$ cat config.mk
export PLATFORM = sky130hd
export DESIGN_NAME = id_issue_ctrl
export DESIGN_NICKNAME = d
export VERILOG_FILES = /design/src/rtl/risc_pkg.sv /design/src/rtl/id_scoreboard.sv /design/src/rtl/id_issue_ctrl.sv
export SDC_FILE = /design/constraint.sdc
export NUM_CORES = 1
export LEC_CHECK = 0
export ABC_AREA = 1
export BUFFER_PORTS_ARGS = -buffer_cell sky130_fd_sc_hd__buf_2
export CORE_MARGIN = 8
export CORE_UTILIZATION = 48
export DETAILED_ROUTE_END_ITERATION = 6
export GPL_TIMING_DRIVEN = 0
export HOLD_SLACK_MARGIN = 0.02
export MAX_ROUTING_LAYER = met4
export PLACE_DENSITY_LB_ADDON = 0.12
export SKIP_LAST_GASP = 1
export SYNTH_ARGS = -nofsm -noshare
export SYNTH_HDL_FRONTEND = slang
export SYNTH_HIERARCHICAL = 1
export SYNTH_SLANG_ARGS = --single-unit
$ cat constraint.sdc
create_clock -name clk -period 2.1 [get_ports clk]
set_input_delay 0 -clock clk [delete_from_list [all_inputs] [get_ports clk]]
set_output_delay 0 -clock clk [all_outputs]
set_load 0.05 [all_outputs]
$ cat src/rtl/risc_pkg.sv
// Shared RISC-V decode definitions: opcode constants, issue-stage state
// encoding and operand-use helpers for hazard detection.
package risc_pkg;

  localparam int REG_IDX_W = 5;

  localparam logic [6:0] OPCODE_LOAD   = 7'b0000011;
  localparam logic [6:0] OPCODE_OP_IMM = 7'b0010011;
  localparam logic [6:0] OPCODE_JALR   = 7'b1100111;
  localparam logic [6:0] OPCODE_OP     = 7'b0110011;
  localparam logic [6:0] OPCODE_STORE  = 7'b0100011;
  localparam logic [6:0] OPCODE_BRANCH = 7'b1100011;
  localparam logic [6:0] OPCODE_LUI    = 7'b0110111;
  localparam logic [6:0] OPCODE_AUIPC  = 7'b0010111;
  localparam logic [6:0] OPCODE_JAL    = 7'b1101111;
  localparam logic [6:0] OPCODE_FENCE  = 7'b0001111;
  localparam logic [6:0] OPCODE_SYSTEM = 7'b1110011;

  typedef enum logic [1:0] {
    ID_IDLE,
    ID_HELD,
    ID_DRAIN
  } id_state_e;

  // R/S/B read both sources; I-type (load, ALU-immediate, JALR) reads rs1 only.
  function automatic logic op_uses_rs1(input logic [6:0] op);
    return (op == OPCODE_OP)     || (op == OPCODE_STORE) ||
           (op == OPCODE_BRANCH) || (op == OPCODE_LOAD)  ||
           (op == OPCODE_OP_IMM) || (op == OPCODE_JALR);
  endfunction

  function automatic logic op_uses_rs2(input logic [6:0] op);
    return (op == OPCODE_OP) || (op == OPCODE_STORE) || (op == OPCODE_BRANCH);
  endfunction

  // R/I/U/J write rd; stores, branches, FENCE and SYSTEM do not.
  function automatic logic op_writes_rd(input logic [6:0] op);
    return (op == OPCODE_OP)     || (op == OPCODE_LOAD)  ||
           (op == OPCODE_OP_IMM) || (op == OPCODE_JALR)  ||
           (op == OPCODE_LUI)    || (op == OPCODE_AUIPC) ||
           (op == OPCODE_JAL);
  endfunction

  function automatic logic op_is_serialising(input logic [6:0] op);
    return (op == OPCODE_FENCE) || (op == OPCODE_SYSTEM);
  endfunction

endpackage

$ cat src/rtl/id_scoreboard.sv
// Pending-load scoreboard: one busy bit per architectural register.
// A set and a clear of the same register in one cycle leaves it busy,
// since the set belongs to a newer load than the completing writeback.
module id_scoreboard
  import risc_pkg::*;
#(
  parameter int NREGS = 32
) (
  input  logic                 clk,
  input  logic                 rst_n,
  input  logic                 set_en,
  input  logic [REG_IDX_W-1:0] set_rd,
  input  logic                 clr_en,
  input  logic [REG_IDX_W-1:0] clr_rd,
  output logic [NREGS-1:0]     busy
);

  logic [NREGS-1:0] busy_q;
  logic [NREGS-1:0] busy_d;

  // Next busy vector: clear first, then set so the set wins; x0 never busy.
  always_comb begin
    busy_d = busy_q;
    if (clr_en) busy_d[clr_rd] = 1'b0;
    if (set_en) busy_d[set_rd] = 1'b1;
    busy_d[0] = 1'b0;
  end

  // Busy bit register.
  always_ff @(posedge clk or negedge rst_n) begin
    if (!rst_n) busy_q <= '0;
    else        busy_q <= busy_d;
  end

  assign busy = busy_q;

endmodule

$ cat src/rtl/id_issue_ctrl.sv
// Issue controller between IF and EX. Holds one instruction in the IF/ID
// register and stalls it while a source or destination register has a
// load in flight. FENCE/SYSTEM wait until every outstanding load drains.
//
// Handshake: a transfer happens in a cycle where valid and ready are both
// high. valid never depends on ready on the same side; once ex_valid_o is
// raised the held instruction and PC stay constant until it is taken or
// flushed. A flush drops valid and ready for that cycle.
module id_issue_ctrl
  import risc_pkg::*;
#(
  parameter int XLEN  = 32,
  parameter int NREGS = 32,
  parameter int CNT_W = 16
) (
  input  logic             clk,
  input  logic             rst_n,
  input  logic             if_valid_i,
  output logic             if_ready_o,
  input  logic [XLEN-1:0]  if_instr_i,
  input  logic [XLEN-1:0]  if_pc_i,
  output logic             ex_valid_o,
  input  logic             ex_ready_i,
  output logic [XLEN-1:0]  ex_instr_o,
  output logic [XLEN-1:0]  ex_pc_o,
  input  logic             flush_i,
  input  logic             wb_valid_i,
  input  logic [4:0]       wb_rd_i,
  output logic [NREGS-1:0] busy_o,
  output logic [CNT_W-1:0] stall_cnt_o
);

  id_state_e        state_q, state_d;
  logic [XLEN-1:0]  ex_instr_q, ex_instr_d;
  logic [XLEN-1:0]  ex_pc_q, ex_pc_d;
  logic [CNT_W-1:0] stall_cnt_q, stall_cnt_d;
  logic [NREGS-1:0] busy;

  logic                 fire_if;
  logic                 fire_ex;
  logic                 hazard;
  logic                 ex_valid;
  logic                 if_ready;
  logic [6:0]           held_op;
  logic [REG_IDX_W-1:0] held_rd;
  logic [REG_IDX_W-1:0] held_rs1;
  logic [REG_IDX_W-1:0] held_rs2;
  logic                 sb_set_en;

  assign held_op  = ex_instr_q[6:0];
  assign held_rd  = ex_instr_q[11:7];
  assign held_rs1 = ex_instr_q[19:15];
  assign held_rs2 = ex_instr_q[24:20];

  // RAW/WAW check of the held instruction against registered busy bits only.
  always_comb begin
    hazard = 1'b0;
    if (op_uses_rs1(held_op)  && busy[held_rs1]) hazard = 1'b1;
    if (op_uses_rs2(held_op)  && busy[held_rs2]) hazard = 1'b1;
    if (op_writes_rd(held_op) && busy[held_rd])  hazard = 1'b1;
  end

  // Issue validity per state, then both handshakes; flush suppresses both.
  always_comb begin
    ex_valid = 1'b0;
    case (state_q)
      ID_HELD:  ex_valid = ~hazard & ~flush_i;
      ID_DRAIN: ex_valid = (busy == '0) & ~flush_i;
      default:  ex_valid = 1'b0;
    endcase
    fire_ex  = ex_valid & ex_ready_i;
    if_ready = ~flush_i & ((state_q == ID_IDLE) | fire_ex);
    fire_if  = if_valid_i & if_ready;
  end

  // FSM next state: flush first, then a new accept, then a plain issue.
  always_comb begin
    state_d = state_q;
    if (flush_i) begin
      state_d = ID_IDLE;
    end else if (fire_if) begin
      state_d = op_is_serialising(if_instr_i[6:0]) ? ID_DRAIN : ID_HELD;
    end else if (fire_ex) begin
      state_d = ID_IDLE;
    end
  end

  // IF/ID register loads only on an accepted fetch.
  always_comb begin
    ex_instr_d = ex_instr_q;
    ex_pc_d    = ex_pc_q;
    if (fire_if) begin
      ex_instr_d = if_instr_i;
      ex_pc_d    = if_pc_i;
    end
  end

  // Count cycles an instruction is held but blocked, saturating at all-ones.
  always_comb begin
    stall_cnt_d = stall_cnt_q;
    if ((state_q != ID_IDLE) && !ex_valid && !flush_i && (stall_cnt_q != '1))
      stall_cnt_d = stall_cnt_q + 1'b1;
  end

  // State, IF/ID and counter registers.
  always_ff @(posedge clk or negedge rst_n) begin
    if (!rst_n) begin
      state_q     <= ID_IDLE;
      ex_instr_q  <= '0;
      ex_pc_q     <= '0;
      stall_cnt_q <= '0;
    end else begin
      state_q     <= state_d;
      ex_instr_q  <= ex_instr_d;
      ex_pc_q     <= ex_pc_d;
      stall_cnt_q <= stall_cnt_d;
    end
  end

  // A load marks its destination busy as it leaves for EX.
  assign sb_set_en = fire_ex && (held_op == OPCODE_LOAD) && (held_rd != '0);

  id_scoreboard #(
    .NREGS (NREGS)
  ) u_scoreboard (
    .clk    (clk),
    .rst_n  (rst_n),
    .set_en (sb_set_en),
    .set_rd (held_rd),
    .clr_en (wb_valid_i),
    .clr_rd (wb_rd_i),
    .busy   (busy)
  );

  assign if_ready_o  = if_ready;
  assign ex_valid_o  = ex_valid;
  assign ex_instr_o  = ex_instr_q;
  assign ex_pc_o     = ex_pc_q;
  assign busy_o      = busy;
  assign stall_cnt_o = stall_cnt_q;

endmodule
# Word level (Yosys, flattened, before mapping)
# Index checks and enable logic that the tools add are counted.
# classes
shift	0
n_div	0
reduce_logical	29
eq_ne	14
n_mux	20
n_bitwise	11
multipliers	0
add_sub_neg	1
n_lt_le_gt_ge	6
# ops
operator	n
32-bit two-way mux	2
32-bit bitwise AND	1
32-bit logical NOT	1
32-bit inverter	1
32-bit bitwise OR	1
7-bit equality test (second input constant)	4
5-bit by 6-bit less-than comparator with 1-bit output (second input constant)	4
7-bit by 6-bit equality test with 1-bit output (second input constant)	3
16-bit by 1-bit adder with 16-bit output (second input constant)	1
16-bit != test (second input constant)	1
1-bit binary-select mux with 5-bit select	3
7-bit by 5-bit equality test with 1-bit output (second input constant)	2
1-bit logical OR	12
1-bit demux with 5-bit select	2
5-bit by 1-bit greater-or-equal comparator with 1-bit output (second input constant)	2
1-bit logical AND	10
1-bit two-way mux	8
2-bit two-way mux	4
7-bit by 2-bit equality test with 1-bit output (second input constant)	1
7-bit by 4-bit equality test with 1-bit output (second input constant)	1
1-bit bitwise AND	5
5-bit nonzero test	1
3-bit nonzero test	1
2-bit by 1-bit equality test with 1-bit output (second input constant)	1
other kinds (7)	9
# word_totals
mem_count	0
in_bits	75
ram_bits	0
mem_bits_ro	0
latch_bits	0
out_inout_bits	114
wordCells	86
ff_bits	113

# Logic depth before layout (Yosys ltp)
# logic_depth
ltp_word	19
depth_mapped	18
mapped_depth_nobuf	16

# By module
# Netlist, hierarchy kept.
# by_module_without_submodules
mod	seq_area_each_um2	area_each_um2	cells_each	n_inst
id_issue_ctrl	2052.0	4951.0	688	1
id_scoreboard	775.7	1544.0	198	1

# Least setup slack after synthesis
# OpenSTA, ideal clock, no wires.
# synth_timing
kind	reg-to-output
startpoint	reg ex_instr_q[7] (netlist: ex_instr_o[7])
endpoint	out if_ready_o
stages_incl_launch_ff	15
required_ns	2.100
arrival_time_ns	2.660
setup_slack_ns	-0.560
n_path_buf	2
path_cell_list	dfrtp_1 -> buf_6 -> inv_4 -> buf_6 -> nand2_1 -> nand3_1 -> nand3_1 -> nand3_1 -> nand2_1 -> nand2_1 -> nand3_1 -> nand3_1 -> nand2_2 -> nand3_2 -> a21oi_1
# synth_via
elab_chain_cells	10
# synth_rtl
item	line	source
from (decl)	id_issue_ctrl.sv:34	logic [XLEN-1:0] ex_instr_q, ex_instr_d;
from (signal assigned)	id_issue_ctrl.sv:114	ex_instr_q <= ex_instr_d;
1-bit binary-select mux with 5-bit select	id_issue_ctrl.sv:60	if (op_writes_rd(held_op) && busy[held_rd]) hazard = 1'b1;
1-bit two-way mux (implied by the code)	id_issue_ctrl.sv:60	
1-bit logical AND	id_issue_ctrl.sv:60	
1-bit two-way mux	id_issue_ctrl.sv:60	
1-bit inverter	id_issue_ctrl.sv:67	ID_HELD: ex_valid = ~hazard & ~flush_i;
1-bit bitwise AND	id_issue_ctrl.sv:67	
1-bit one-hot mux with 2 select lines	id_issue_ctrl.sv:66	case (state_q)
1-bit bitwise AND	id_issue_ctrl.sv:71	fire_ex = ex_valid & ex_ready_i;
1-bit bitwise OR	id_issue_ctrl.sv:72	if_ready = ~flush_i & ((state_q == ID_IDLE) | fire_ex);
1-bit bitwise AND	id_issue_ctrl.sv:72	
to (decl)	id_issue_ctrl.sv:19	output logic if_ready_o,
# No other way between the ends. The select of a mux whose other input is x is not followed.

# Worst setup path after layout
# layout_timing
startpoint	reg u_scoreboard.busy_q[31] (netlist: u_scoreboard/busy[31])
endpoint	reg u_scoreboard.busy_q[17] (netlist: u_scoreboard/busy[17])
# layout_via
elab_chain_cells	13
# layout_rtl
item	line	source
from (decl)	id_scoreboard.sv:18	logic [NREGS-1:0] busy_q;
from (signal assigned)	id_scoreboard.sv:32	else busy_q <= busy_d;
1-bit binary-select mux with 5-bit select	id_issue_ctrl.sv:58	if (op_uses_rs1(held_op) && busy[held_rs1]) hazard = 1'b1;
1-bit two-way mux (implied by the code)	id_issue_ctrl.sv:58	
1-bit logical AND	id_issue_ctrl.sv:58	
1-bit two-way mux	id_issue_ctrl.sv:58	
1-bit two-way mux	id_issue_ctrl.sv:59	if (op_uses_rs2(held_op) && busy[held_rs2]) hazard = 1'b1;
1-bit two-way mux	id_issue_ctrl.sv:60	
1-bit inverter	id_issue_ctrl.sv:67	
1-bit bitwise AND	id_issue_ctrl.sv:67	
1-bit one-hot mux with 2 select lines *	id_issue_ctrl.sv:66	
1-bit bitwise AND *	id_issue_ctrl.sv:71	
1-bit logical AND * (2 in series)	id_issue_ctrl.sv:121	assign sb_set_en = fire_ex && (held_op == OPCODE_LOAD) && (held_rd != '0);
named net sb_set_en	id_issue_ctrl.sv:48	logic sb_set_en;
32-bit two-way mux *	id_scoreboard.sv:25	if (set_en) busy_d[set_rd] = 1'b1;
named net u_scoreboard.busy_d[17]	id_scoreboard.sv:19	logic [NREGS-1:0] busy_d;
# The timed path passes the listed nets; every way through them passes the cells marked *. The select of a mux whose other input is x is not followed.
# A chain may end at the register's enable or synchronous reset.

==> flow_summary.yaml <==
worst_setup_path:
  path_class: "reg -> reg"
  required_ns: 2.45
  rrSetupSlack_ns: -0.27
  max_stage_delay_ns: 0.51
  crit_family: "simple AND/OR/NAND/NOR gates"
  critPathBufInv: 2
  arrival_ns: 2.71
  slowest_stage: "dfrtp_1"
  crit_chain: "nor4_1 -> nand3_1 -> nor2_1 -> nor2_1 -> nor2_2 -> nand3_4 -> nor2_4 -> clkinv_4 -> nor3_4 -> buf_6 -> nand2_1 -> nand2_1"
  crit_path_max_fanout: 6
  start_kind: "flip-flop"
  end_kind: "flip-flop"
floorplan:
  die_h_um: 132
  dieArea_um2: 17500
  initial_core_util_pct: 49.0
  ioPinCount: 189
  core_um2: 13200
  die_w_um: 132
  num_rows: 42
placed_design:
  place_area_um2: 7720
  dp_slack_ns: -0.411
  place_congestion: 0.907
  io_buffers: 185
  hpwl_mm: 15.7
route:
  drtIter0Drc: 750
  wire_per_inst_um: 17.8
  num_vias: 7671
  drc: 0
  wirelength_mm: 24.7
  drt_pass1_iterations: 7
  drtAntennaViolNets: 0
  vias_per_cell: 5.52
layout:
  drive_gt1_share_pct: 36.2
  final_common_cell: "nand2_1"
  area_growth_pct: 53.6
  layout.nets: 1281
  final_cell_mix: "nand2_1, buf_2, dfrtp_1"
  n_antenna_cell: 0
  final_area_um2: 9970
timing:
  setup_viol: 110
  post-route-period-util_pct: 113
  finalHoldViolations: 0
  finalWorstSetupSlack_ns: -0.265
  max_freq_mhz: 423
  min_period_ns: 2.37
  maxSlewHeadroom_pct: 61.3
  fin_skew_ns: 0.00988
  tightest_slew_ns: 0.580
  drv_slew: 0
  grt_setup_unrepaired: "true"
power_and_ir_drop:
  leakage_nw: 5.13
  powerDensity_nw_per_um2: 949
  finalPower_mw: 9.47
  p_sw_mw: 3.96
  intPower_mw: 5.51
  peakVddDrop_mv: 0.819
  p_comb_share_pct: 38.5
  seq_power_share_pct: 31.4
  pwr-share-clk_pct: 30.1
  switching_share_pct: 41.8
global_route:
  grt_max_degree: 75
  grt_pass1_vias: 7789
  grt_pass1_wl_mm: 39.9
  grt_overflow: 0
  antenna_found_initial: 0
  grtUsageTotal_pct: 28.9
worst_hold_path:
  min_path_type: "in -> async"
clock_tree:
  clock_sinks: 113
  htreeDepth: 4
  clk_latency_ns: 0.42
  root_buffer: "clkbuf_16"
  numCtsBuffers: 17
  clockBufferDepth: 2
  clkTransAtPathRegs_ns: 0.05
  cts_tree: "yes"
synth:
  postSynthAreaPerCell_um2: 7.33
  synth_edf_count: 0
  syn-cell-area_um2: 6490
  ys_warn_count: 6
  synth_ff_type: "dfrtp_1"
  synth_cells: 886
  ys_async_sr_fraction_pct: 100
  ys_ff_latch: 113
  yosysUniqueCellTypes: 35
  synth_nets: 964
  yosysSeqAreaShare_pct: 43.5
status:
  violations: "setup timing"
  outcome: "complete, but fails checks"
run:
  drv_cap: 0
synthesized netlist by cell type, types with 2 or more instances:
master     count  area share, %
clkbuf_1      15           0.87
xnor2_1        2           0.27
nand3_2        2           0.31
nor4_1        10           0.96
xor2_1        11            1.5
nor3_2         7            1.1
dfrtp_1      113             44
buf_6         11            1.9
nand4_1       74            7.1
inv_2         14           0.81
nor3_1         7           0.54
buf_4          3           0.35
nor2_2         3           0.29
nand2_2        2           0.19
ha_1           3           0.58
buf_2         14            1.1
nor2_1        33            1.9
nand3_1       98            7.6
o21ai_1       17            1.3
a21oi_1        3           0.23
nor3_4         4            1.0
nand2_1      361             21
inv_1         55            3.2
o2111ai_1      2           0.27
o21ai_0       10           0.77
inv_4          2           0.19
o211ai_1       2           0.23
registers in the layout, summed over array words and instances (netlist names):
register	cells
ex_instr_o	32
ex_pc_o	32
stall_cnt_o	16
state_q	2
u_scoreboard/busy	31
power by group through the flow:
stage | clock network [mW] | logic, mW | registers [mW]
floorplan | 0 | 1.09 | 4.08
global placement | 0 | 3.07 | 2.94
detailed placement | 0 | 3.11 | 2.93
CTS | 2.87 | 3.46 | 2.96
global route | 2.98 | 3.88 | 3.02
finish | 2.85 | 3.64 | 2.97
cell families (layout without fill, tap and decap cells):
logic type      count (synthesis)  in the layout  share of synthesized area, %
simple gates                  603            605                          42.2
buf+inv                       115            441                          8.44
flops                         113            113                          43.5
compound gates                 38             38                          3.43
xor+xnor                       13             13                          1.75
fa+ha+maj                       3              3                         0.578
other cells                     1              1                        0.0577
per-layer routing:
| metal | track usage, % | share of wire (%) |
|---|---|---|
| met2 | 45.4 | 47 |
| met4 | 12.3 | 3.6 |
| met3 | 7.24 | 8.4 |
| met5 | - | 0 |
| met1 | 34.6 | 41 |
worst reg2reg max path, cell delays in order (launching register included):
cell,delay [ns]
dfrtp_1,0.51
nor4_1,0.30
nand3_1,0.16
nor2_1,0.18
nor2_1,0.07
nor2_2,0.19
nand3_4,0.16
nor2_4,0.13
clkinv_4,0.10
nor3_4,0.19
buf_6,0.17
nand2_1,0.06
nand2_1,0.08
area by class of cell:
type,count,area (um2)
flip-flops and latches,113,2850
repair buffers,299,2110
plain buffers,40,332
clock inverters,6,80.1
fillers,992,3270
well taps,176,220
inverters,72,290
clock buffers,24,502
multi-input cells,660,3600
stage by stage:
step	setup TNS [ns]	instances	util, %	hold slack (ns)
after global placement	-76.41	1247	58.1	0.257
after floorplan	-14.65	886	-	-0.296
after global routing	-31.81	1390	75.3	0.0921
final	-20.47	1390	75.3	0.0676
after detailed placement	-34.87	1248	58.3	-0.0685
after CTS	-14.97	1382	73.3	0.0647
path summary, 6_finish.rpt:
| kind | startpoint | end | depth (start not counted) |
|---|---|---|---|
| max | u_scoreboard/busy[31] | u_scoreboard/busy[17] | 12 |
| min | rst_n | u_scoreboard/busy[31] | 2 |
| max reg2reg | u_scoreboard/busy[31] | u_scoreboard/busy[17] | 12 |
| min reg2reg | ex_pc_o[2] | ex_pc_o[2] | 2 |
| max in group asynchronous | rst_n | ex_instr_o[7] | 3 |
| min in group clk | flush_i | stall_cnt_o[3] | 5 |
repair_timing:
item                                   in CTS  in global routing
resized for setup                         130                 54
cloned                                     16                  2
hold buffers                               75                  0
setup endpoints to repair                 115                115
pin swaps                                  43                 26
endpoints found under the hold margin     189                  0
setup buffers                              16                  6
No activity file was read; power rests on OpenSTA's default activity.
